--- config.mk ---
export PLATFORM = sky130hd
export DESIGN_NAME = snake_matrix_scan_flat
export DESIGN_NICKNAME = d
export VERILOG_FILES = /design/src/rtl/snake_pkg.sv /design/src/rtl/snake_matrix_scan_if.sv /design/src/rtl/snake_field_dbuf.sv /design/src/rtl/snake_matrix_scan.sv /design/src/flat_wrapper.sv
export SDC_FILE = /design/constraint.sdc
export NUM_CORES = 1
export LEC_CHECK = 0
export ABC_CLOCK_PERIOD_IN_PS = 4890
export CORE_MARGIN = 2
export CORE_UTILIZATION = 45
export DETAILED_ROUTE_END_ITERATION = 12
export GPL_TIMING_DRIVEN = 0
export PLACE_DENSITY = 0.67
export RECOVER_POWER = 25
export SYNTH_ARGS = -nofsm -noshare
export SYNTH_HDL_FRONTEND = slang
export SYNTH_SLANG_ARGS = --single-unit
--- constraint.sdc ---
create_clock -name clk -period 4.89 [get_ports clk]
set_input_delay 1.2225 -clock clk [delete_from_list [all_inputs] [get_ports clk]]
set_output_delay 1.2225 -clock clk [all_outputs]
set_load 0.05 [all_outputs]
--- src/rtl/snake_pkg.sv ---
// rtl/snake_pkg.sv - shared snake field geometry, scan FSM states and pixel indexing
package snake_pkg;

  localparam int FIELD_ROWS = 8;
  localparam int FIELD_COLS = 8;

  typedef enum logic [1:0] {
    S_IDLE,
    S_BLANK,
    S_ON
  } state_e;

  function automatic int idx(input int r, input int c);
    return r * FIELD_COLS + c;
  endfunction

endpackage

--- src/rtl/snake_matrix_scan_if.sv ---
// rtl/snake_matrix_scan_if.sv - field snapshot valid/ready channel from the game core
interface snake_matrix_scan_if #(
  parameter int W = snake_pkg::FIELD_ROWS * snake_pkg::FIELD_COLS
);
  logic         upd_valid;
  logic         upd_ready;
  logic [W-1:0] upd_field;

  modport master (output upd_valid, output upd_field, input upd_ready);
  modport slave  (input upd_valid, input upd_field, output upd_ready);
endinterface

--- src/rtl/snake_field_dbuf.sv ---
// rtl/snake_field_dbuf.sv - pending/active field double buffer with snapshot handshake
module snake_field_dbuf #(
  parameter int W = 64
) (
  input  logic         clk,
  input  logic         rst_n,
  input  logic         upd_valid,
  output logic         upd_ready,
  input  logic [W-1:0] upd_field,
  input  logic         swap_req,
  input  logic         swap_frees,
  output logic         pend_full,
  output logic [W-1:0] active
);

  logic [W-1:0] pend_q, pend_d;
  logic [W-1:0] active_q, active_d;
  logic         pend_full_q, pend_full_d;
  logic         swap;
  logic         accept;

  // A frame-boundary swap empties the slot on the same edge, so a waiting producer may refill it.
  always_comb begin
    swap        = swap_req && pend_full_q;
    upd_ready   = !pend_full_q || (swap && swap_frees);
    accept      = upd_valid && upd_ready;
    pend_d      = pend_q;
    pend_full_d = pend_full_q;
    active_d    = active_q;
    if (swap) begin
      active_d    = pend_q;
      pend_full_d = 1'b0;
    end
    if (accept) begin
      pend_d      = upd_field;
      pend_full_d = 1'b1;
    end
  end

  always_ff @(posedge clk or negedge rst_n) begin
    if (!rst_n) begin
      pend_q      <= '0;
      active_q    <= '0;
      pend_full_q <= 1'b0;
    end else begin
      pend_q      <= pend_d;
      active_q    <= active_d;
      pend_full_q <= pend_full_d;
    end
  end

  assign pend_full = pend_full_q;
  assign active    = active_q;

endmodule

--- src/rtl/snake_matrix_scan.sv ---
// rtl/snake_matrix_scan.sv - row-multiplexed LED matrix scanner for the snake field
// SNAKE_SCAN_BRIGHTNESS_EN adds a 3-bit bright input that shortens the lit part of each row.
module snake_matrix_scan
  import snake_pkg::*;
#(
  parameter int ROWS    = FIELD_ROWS,
  parameter int COLS    = FIELD_COLS,
  parameter int DWELL   = 1000,
  parameter int BLANK   = 4,
  parameter int OCC_LOW = 1
) (
  input  logic            clk,
  input  logic            rst_n,
  snake_matrix_scan_if.slave upd,
`ifdef SNAKE_SCAN_BRIGHTNESS_EN
  input  logic [2:0]      bright,
`endif
  output logic [ROWS-1:0] row_n,
  output logic [COLS-1:0] col_on,
  output logic            frame_start
);

  localparam int CW = $clog2((DWELL > BLANK) ? DWELL : BLANK);
  localparam int RW = $clog2(ROWS);
  localparam logic [CW-1:0] DWELL_LAST = CW'(DWELL - 1);
  localparam logic [CW-1:0] BLANK_LAST = CW'(BLANK - 1);
  localparam logic [RW-1:0] ROW_LAST   = RW'(ROWS - 1);

  state_e                 state_q, state_d;
  logic [RW-1:0]          row_q, row_d;
  logic [CW-1:0]          cnt_q, cnt_d;
  logic                   swap_req;
  logic                   swap_frees;
  logic                   pend_full;
  logic [ROWS*COLS-1:0]   active;
  logic [COLS-1:0]        row_bits;
`ifdef SNAKE_SCAN_BRIGHTNESS_EN
  logic [2:0]             bright_q, bright_d;
`endif

  snake_field_dbuf #(.W(ROWS * COLS)) u_dbuf (
    .clk        (clk),
    .rst_n      (rst_n),
    .upd_valid  (upd.upd_valid),
    .upd_ready  (upd.upd_ready),
    .upd_field  (upd.upd_field),
    .swap_req   (swap_req),
    .swap_frees (swap_frees),
    .pend_full  (pend_full),
    .active     (active)
  );

  always_ff @(posedge clk or negedge rst_n) begin
    if (!rst_n) begin
      state_q  <= S_IDLE;
      row_q    <= '0;
      cnt_q    <= '0;
`ifdef SNAKE_SCAN_BRIGHTNESS_EN
      bright_q <= 3'd7;
`endif
    end else begin
      state_q  <= state_d;
      row_q    <= row_d;
      cnt_q    <= cnt_d;
`ifdef SNAKE_SCAN_BRIGHTNESS_EN
      bright_q <= bright_d;
`endif
    end
  end

  // Only the wrap out of the last row may swap while running, keeping frames whole.
  always_comb begin
    state_d    = state_q;
    row_d      = row_q;
    cnt_d      = cnt_q;
    swap_req   = 1'b0;
    swap_frees = 1'b0;
`ifdef SNAKE_SCAN_BRIGHTNESS_EN
    bright_d   = bright_q;
`endif
    case (state_q)
      S_IDLE: begin
        swap_req = 1'b1;
        if (pend_full) begin
          state_d = S_BLANK;
          row_d   = '0;
          cnt_d   = '0;
        end
      end
      S_BLANK: begin
        if (cnt_q == BLANK_LAST) begin
          state_d  = S_ON;
          cnt_d    = '0;
`ifdef SNAKE_SCAN_BRIGHTNESS_EN
          bright_d = bright;
`endif
        end else begin
          cnt_d = cnt_q + 1'b1;
        end
      end
      S_ON: begin
        if (cnt_q == DWELL_LAST) begin
          state_d = S_BLANK;
          cnt_d   = '0;
          if (row_q == ROW_LAST) begin
            row_d      = '0;
            swap_req   = 1'b1;
            swap_frees = 1'b1;
          end else begin
            row_d = row_q + 1'b1;
          end
        end else begin
          cnt_d = cnt_q + 1'b1;
        end
      end
      default: state_d = S_IDLE;
    endcase
  end

  always_comb begin
    row_n       = '1;
    col_on      = '0;
    frame_start = 1'b0;
    row_bits    = active[row_q * COLS +: COLS];
    if (state_q == S_ON) begin
      row_n[row_q] = 1'b0;
      col_on       = (OCC_LOW != 0) ? ~row_bits : row_bits;
`ifdef SNAKE_SCAN_BRIGHTNESS_EN
      if (int'(cnt_q) >= ((int'(bright_q) + 1) * DWELL) / 8) col_on = '0;
`endif
      frame_start  = (row_q == '0) && (cnt_q == '0);
    end
  end

endmodule

--- src/flat_wrapper.sv ---
// flat-port wrapper written by rule: the top's interface ports become plain ports
module snake_matrix_scan_flat import snake_pkg::*;
#(
  parameter int ROWS    = FIELD_ROWS,
  parameter int COLS    = FIELD_COLS,
  parameter int DWELL   = 1000,
  parameter int BLANK   = 4,
  parameter int OCC_LOW = 1
)
  (clk, rst_n, row_n, col_on, frame_start, upd_upd_valid, upd_upd_field, upd_upd_ready);
  snake_matrix_scan_if #(.W((ROWS * COLS))) upd_i ();
  input  logic clk;
  input  logic rst_n;
  output logic [ROWS-1:0] row_n;
  output logic [COLS-1:0] col_on;
  output logic frame_start;
  input wire logic [$bits(upd_i.upd_valid)-1:0] upd_upd_valid;
  input wire logic [$bits(upd_i.upd_field)-1:0] upd_upd_field;
  output wire logic [$bits(upd_i.upd_ready)-1:0] upd_upd_ready;
  assign upd_i.upd_valid = upd_upd_valid;
  assign upd_i.upd_field = upd_upd_field;
  assign upd_upd_ready = upd_i.upd_ready;
  snake_matrix_scan #(.ROWS(ROWS), .COLS(COLS), .DWELL(DWELL), .BLANK(BLANK), .OCC_LOW(OCC_LOW)) u_core (.clk(clk), .rst_n(rst_n), .upd(upd_i), .row_n(row_n), .col_on(col_on), .frame_start(frame_start));
endmodule
==> results of run 1 <==
[final timing paths]
| path | end | cells past startpoint |
|---|---|---|
| max | col_on[0] | 6 |
| min | u_core.u_dbuf.active[49]$_DFFE_PN0P_ | 1 |
| max reg2reg | u_core.row_q[1]$_DFFE_PN0P_ | 5 |
| min reg2reg | u_core.u_dbuf.active[49]$_DFFE_PN0P_ | 1 |
| max in group asynchronous | u_core.u_dbuf.pend_q[55]$_DFFE_PN0P_ | 1 |
| min in group asynchronous | u_core.u_dbuf.pend_q[5]$_DFFE_PN0P_ | 1 |
[registers in the layout (all words and copies together), names as in the netlist]
name,cells
u_core.state_q,2
u_core.u_dbuf.pend_full,1
u_core.cnt_q,10
u_core.u_dbuf.active,64
u_core.u_dbuf.pend_q,64
u_core.row_q,3
[worst max-delay path, stage by stage, from the launching register on]
cell and delay (ps):
dfrtp_1 370, clkbuf_1 470, clkbuf_1 400, clkbuf_1 430, o211ai_1 200, a21oi_1 250, clkdlybuf4s50_1 840
[layer usage]
layer  routed length (um)  vias to the layer above  track usage
li1                     -                     1861            -
met1                 6762                     2073       0.2648
met2                 6896                      106       0.3075
met3                  614                       17      0.05477
met4                  189                        0      0.06405
met5                    0                        -            0
[cell families after synthesis]
family | count (synthesis) | share of synthesized area
buf+inv | 35 | 0.02924
mux | 149 | 0.2982
compound gates | 38 | 0.04396
flops | 144 | 0.5433
xor+xnor | 4 | 0.005281
simple gates | 76 | 0.06301
fa+ha+maj | 9 | 0.01698
[layout by cell type, fill, tap and decap left out, drive strengths merged, types with 3 or more instances in the layout]
cell	n
a21oi	12
a221oi	4
a32o	3
and3	6
buf	18
clkbuf	30
clkdlybuf4s50	83
clkinv	6
clkinvlp	4
dfrtp	144
ha	9
inv	9
mux2	132
mux2i	6
mux4	11
nand2	23
nand2b	3
nand3	10
nand4	5
nor2	9
nor2b	4
nor3	3
nor4	4
o211a	3
o211ai	3
o21ai	4
xnor2	4
[power groups by stage]
stage / clock (W) / sequential, W / combinational (W)
after global placement: 0 / 0.00152 / 0.000377
after detailed placement: 0 / 0.00153 / 0.000391
after CTS: 0.00123 / 0.00151 / 0.000393
final: 0.00121 / 0.00150 / 0.000386
after global routing: 0.00128 / 0.00153 / 0.000419
after floorplan: 0 / 0.00147 / 0.000283
[metrics by stage]
| step | util | hold WS [ps] | power (W) |
|---|---|---|---|
| final | 0.5722 | 501.7 | 0.003100 |
| after global routing | 0.5722 | 511.8 | 0.003234 |
| after CTS | 0.5725 | 502.3 | 0.003129 |
| after detailed placement | 0.5340 | 489.0 | 0.001917 |
| after global placement | 0.5321 | 482.5 | 0.001896 |
| after floorplan | - | 472.0 | 0.001757 |
[layout make-up]
cell class | instances | area, sq um
Multi-Input combinational cell | 276 | 2835
Clock inverter | 12 | 113.9
Sequential cell | 144 | 3603
Fill cell | 1190 | 6195
Inverter | 8 | 30.03
Buffer | 27 | 165.2
Clock buffer | 19 | 442.9
Timing Repair Buffer | 85 | 863.3
Tap cell | 184 | 230.2
[timing repair]
action	4_1_cts	5_1_grt
resized for setup	0	1
endpoints found under the setup margin	0	1
hold endpoints to repair	0	0
==> impl_metrics.env, run 1 <==
export IMPL_final_antenna_net_count=0
export IMPL_n_antenna_cell=0
export IMPL_hold_viol=0
export IMPL_pwr_share_clk=0.390
export IMPL_r2r_slack_ps=2500
export IMPL_synth_seq_area_share=0.5433
export IMPL_hp_class="reg2reg"
export IMPL_post_drt_wl_per_cell_um=19.16
export IMPL_hold_buffers=0
export IMPL_synth_seq_cells=144
export IMPL_die_area_sq_um=15730
export IMPL_syn_to_final_growth_pct=24.90
export IMPL_io_buffers=84
export IMPL_netSwitchingFraction=0.2303
export IMPL_seqPwrFrac=0.485
export IMPL_cts_max_path_buffers=2
export IMPL_track_usage=0.1957
export IMPL_fmax_mhz=217.5
export IMPL_preCtsSetupSlack_ps=614.8
export IMPL_violations="max-capacitance violations, max-slew violations"
export IMPL_cts_buffers=17
export IMPL_cts_sinks=144
export IMPL_synth_common_cells="dfrtp_1, mux2_2, mux2_4, nand2_1, a21oi_1"
export IMPL_reg2reg_from="u_core.row_q[1]$_DFFE_PN0P_"
export IMPL_status="complete, but fails checks"
export IMPL_drc=0
export IMPL_syn_inst=455
export IMPL_setup_slack_ps=292.8
export IMPL_rsz0062_at_grt="false"
export IMPL_cts_tree="built"
export IMPL_clock_latency_ps=430
export IMPL_antenna_found_initial=0
export IMPL_post_cts_buffers=0
export IMPL_io_pins=85
export IMPL_synth_main_ff_cell="dfrtp_1"
export IMPL_grt_start_max_net_pins=78
export IMPL_netlist_area_sq_um=6633
export IMPL_critPathLaunch="u_core.row_q[0]$_DFFE_PN0P_"
export IMPL_die_y_um=125.4
export IMPL_grt_pass1_wl_mm=23.51
export IMPL_initial_core_util=0.4581
export IMPL_path_clk_slew_ps=60
export IMPL_worst_pin_slew_ps=1946
export IMPL_synth_area_leader_cell="dfrtp_1"
export IMPL_avgSynthCellArea_sq_um=14.58
export IMPL_min_delay_start="u_core.u_dbuf.active[49]$_DFFE_PN0P_"
export IMPL_crit_type="reg2out"
export IMPL_final_cells=755
export IMPL_min_period_ps=4597
export IMPL_irDropWorstVdd_mv=0.2601
export IMPL_drive_above_1_share=0.3450
export IMPL_root_buffer="clkbuf_16"
export IMPL_synth_area_top_cells="dfrtp_1, mux2_2, mux2_4, mux4_2, ha_1"
export IMPL_p_switching_w=0.0007140
export IMPL_slew_viol_final=77
export IMPL_cts_htree_levels=4
export IMPL_grt_pass1_vias=4329
export IMPL_dpl_cell_area_sq_um=7732
export IMPL_routabilityCongestion=0.8606
export IMPL_p_int_w=0.002386
export IMPL_worstSetupEndpointType="output port"
export IMPL_fin_setup_tns_ps=0
export IMPL_hpwl_mm=10.32
export IMPL_drt_iter0_drc=237
export IMPL_synth_top_area_frac=0.5433
export IMPL_p_per_area_nw_per_um2=374.2
export IMPL_comb_power_share=0.125
export IMPL_dr_pass1_iters=5
export IMPL_final_cell_area_sq_um=8284
export IMPL_yosysMostFrequentCell="dfrtp_1"
export IMPL_async_flop_share=1.000
export IMPL_setup_viol=0
export IMPL_finalCritPeriodShare=0.9401
export IMPL_cp_max_fo=10
export IMPL_core_area_sq_um=14480
export IMPL_via_per_inst=5.374
export IMPL_p_leak_nw=3.896
export IMPL_cp_data_required_time_ps=3670
export IMPL_ys_warn_count=0
export IMPL_synth_edf_count=0
export IMPL_placed_cells=724
export IMPL_max_cap_viol_count=1
export IMPL_vias=4057
export IMPL_overflow=0
export IMPL_netlist_cell_type_count=44
export IMPL_finClkSkew_ps=16.25
export IMPL_routed_wl_mm=14.46
export IMPL_nets=635
export IMPL_die_x_um=125.4
export IMPL_critPathLaunchType="register"
export IMPL_syn_num_nets=531
export IMPL_critical_path_arrival_ps=3370
export IMPL_maxSlewHeadroom=-0.2975
export IMPL_rows=44
Note: power is estimated with default switching activity, not from simulation.
==> run 2, diff against run 1 <==
--- a/config.mk
+++ b/config.mk
@@ -6,7 +6,7 @@
 export NUM_CORES = 1
 export LEC_CHECK = 0
 export ABC_CLOCK_PERIOD_IN_PS = 4890
-export CORE_MARGIN = 2
+export CORE_MARGIN = 4
 export CORE_UTILIZATION = 45
 export DETAILED_ROUTE_END_ITERATION = 12
 export GPL_TIMING_DRIVEN = 0
==> impl_metrics.env, run 2 (synthesis gave the netlist of run 1 again) <==
export IMPL_violations="max-capacitance violations, max-slew violations"
export IMPL_hp_class="reg2reg"
export IMPL_cts_sinks=144
export IMPL_cts_htree_levels=4
export IMPL_p_per_area_nw_per_um2=379.9
export IMPL_path_clk_slew_ps=50
export IMPL_crit_type="reg2out"
export IMPL_cp_max_fo=10
export IMPL_max_cap_viol_count=1
export IMPL_overflow=0
export IMPL_nets=635
export IMPL_syn_to_final_growth_pct=25.03
export IMPL_vias=4020
export IMPL_fmax_mhz=219.4
export IMPL_preCtsSetupSlack_ps=582.3
export IMPL_worst_pin_slew_ps=2177
export IMPL_cp_common_cell="clkbuf_1"
export IMPL_via_per_inst=5.346
export IMPL_die_y_um=129.4
export IMPL_cp_data_required_time_ps=3670
export IMPL_hold_viol=0
export IMPL_crit_buf_inv=4
export IMPL_rsz0062_at_grt="false"
export IMPL_grt_start_max_net_pins=87
export IMPL_critical_path_arrival_ps=3330
export IMPL_slowest_stage="clkdlybuf4s50_1"
export IMPL_cts_max_path_buffers=2
export IMPL_drive_above_1_share=0.3363
export IMPL_die_area_sq_um=16750
export IMPL_core_area_sq_um=14480
export IMPL_final_antenna_net_count=0
export IMPL_drt_iter0_drc=183
export IMPL_n_antenna_cell=0
export IMPL_clock_latency_ps=420
export IMPL_finClkSkew_ps=11.20
export IMPL_crit_path_max_incr_delay_ps=840
export IMPL_slew_viol_final=86
export IMPL_fillerInstances=1186
export IMPL_hpwl_mm=10.43
export IMPL_cts_tree="built"
export IMPL_status="complete, but fails checks"
export IMPL_finalPower_w=0.003150
export IMPL_postLayoutCoreUtil=0.5728
export IMPL_root_buffer="clkbuf_16"
export IMPL_routed_wl_mm=14.46
export IMPL_rows=44
export IMPL_irDropWorstVdd_mv=0.2574
export IMPL_io_buffers=84
export IMPL_setup_slack_ps=332.6
export IMPL_track_usage=0.1854
export IMPL_post_drt_wl_per_cell_um=19.23
export IMPL_routabilityCongestion=0.8230
export IMPL_grt_pass1_wl_mm=23.38
export IMPL_initial_core_util=0.4581
export IMPL_crit_chain="clkbuf_1 -> clkbuf_1 -> clkbuf_1 -> o211ai_1 -> a21oi_1 -> clkdlybuf4s50_1"
export IMPL_finalCritPeriodShare=0.9320
export IMPL_io_pins=85
export IMPL_grt_pass1_vias=4331
export IMPL_drc=0
export IMPL_final_common_cell="dfrtp_1"
export IMPL_fin_setup_tns_ps=0
export IMPL_dr_pass1_iters=4
export IMPL_die_x_um=129.4
export IMPL_critPathLaunchType="register"
export IMPL_antenna_found_initial=0
export IMPL_maxSlewHeadroom=-0.4516
export IMPL_cts_buffers=17
export IMPL_min_period_ps=4557
export IMPL_layout_common_cells="dfrtp_1, mux2_2, clkdlybuf4s50_1"
export IMPL_worstSetupEndpointType="output port"
export IMPL_path_delay_family="buffers and inverters"
export IMPL_post_cts_buffers=0
export IMPL_p_leak_nw=3.906
export IMPL_setup_viol=0
[run 2: cell count changes in the layout (fill, tap and decap cells not counted)]
cell        change
clkinv_2        -1
clkinv_4        -3
inv_6           -1
clkbuf_1        +3
clkinvlp_4      -3
bufinv_16       +2
[run 2: per-layer routing]
layer  vias to the layer above  wire length [um]  track usage
met4                         0               176      0.06053
met3                        15               572      0.04452
met5                         -                 0            0
met1                      2057              6803       0.2583
met2                        82              6905       0.2884
li1                       1866                 -            -
[run 2: path summary, 6_finish.rpt]
kind                                                      startpoint                              endpoint  slack (ps)  cells after the start
worst max-delay path                     u_core.row_q[0]$_DFFE_PN0P_                             col_on[0]         330                      6
worst min-delay path            u_core.u_dbuf.active[56]$_DFFE_PN0P_  u_core.u_dbuf.active[56]$_DFFE_PN0P_         500                      1
worst max register to register           u_core.row_q[1]$_DFFE_PN0P_           u_core.row_q[1]$_DFFE_PN0P_        2560                      5
worst min register to register  u_core.u_dbuf.active[56]$_DFFE_PN0P_  u_core.u_dbuf.active[56]$_DFFE_PN0P_         500                      1
max in group asynchronous                                      rst_n  u_core.u_dbuf.pend_q[12]$_DFFE_PN0P_        2170                      1
min in group asynchronous                                      rst_n           u_core.cnt_q[5]$_DFFE_PN0P_        1440                      1
[run 2: stage by stage]
step,instance area [sq um],hold slack (ps),std cells
5_1_grt,8293,513.5,752
3_5_place_dp,7732,490.0,724
6_report,8293,500.9,752
3_3_place_gp,7704,482.7,723
4_1_cts,8298,503.5,752
2_1_floorplan,6633,472.0,455
[run 2: layout make-up]
type                            count  area, sq um  share of cell area
Clock buffer                       22        454.2             0.05477
Sequential cell                   144         3603              0.4345
Tap cell                          184        230.2             0.02776
Multi-Input combinational cell    276         2835              0.3419
Timing Repair Buffer               85        863.3              0.1041
Buffer                             27        165.2             0.01992
Inverter                            8        30.03            0.003621
Clock inverter                      6        111.4             0.01343
[run 2: power by group]
| part | switching [W] | internal, W | leakage (nW) |
|---|---|---|---|
| Sequential | 0.000116 | 0.00139 | 1.84 |
| Combinational | 0.000100 | 0.000287 | 1.79 |
| Clock | 0.000455 | 0.000803 | 0.272 |
[run 2: what timing repair did]
action / CTS / global route
hold buffers: 0 / 0
endpoints found under the setup margin: 0 / 1
resized for setup: 0 / 1
[run 2: worst reg2reg max path: stages, from the launching register on]
cell,delay [ps]
dfrtp_1,380
buf_1,620
clkbuf_1,420
inv_1,220
ha_1,320
a32o_1,240
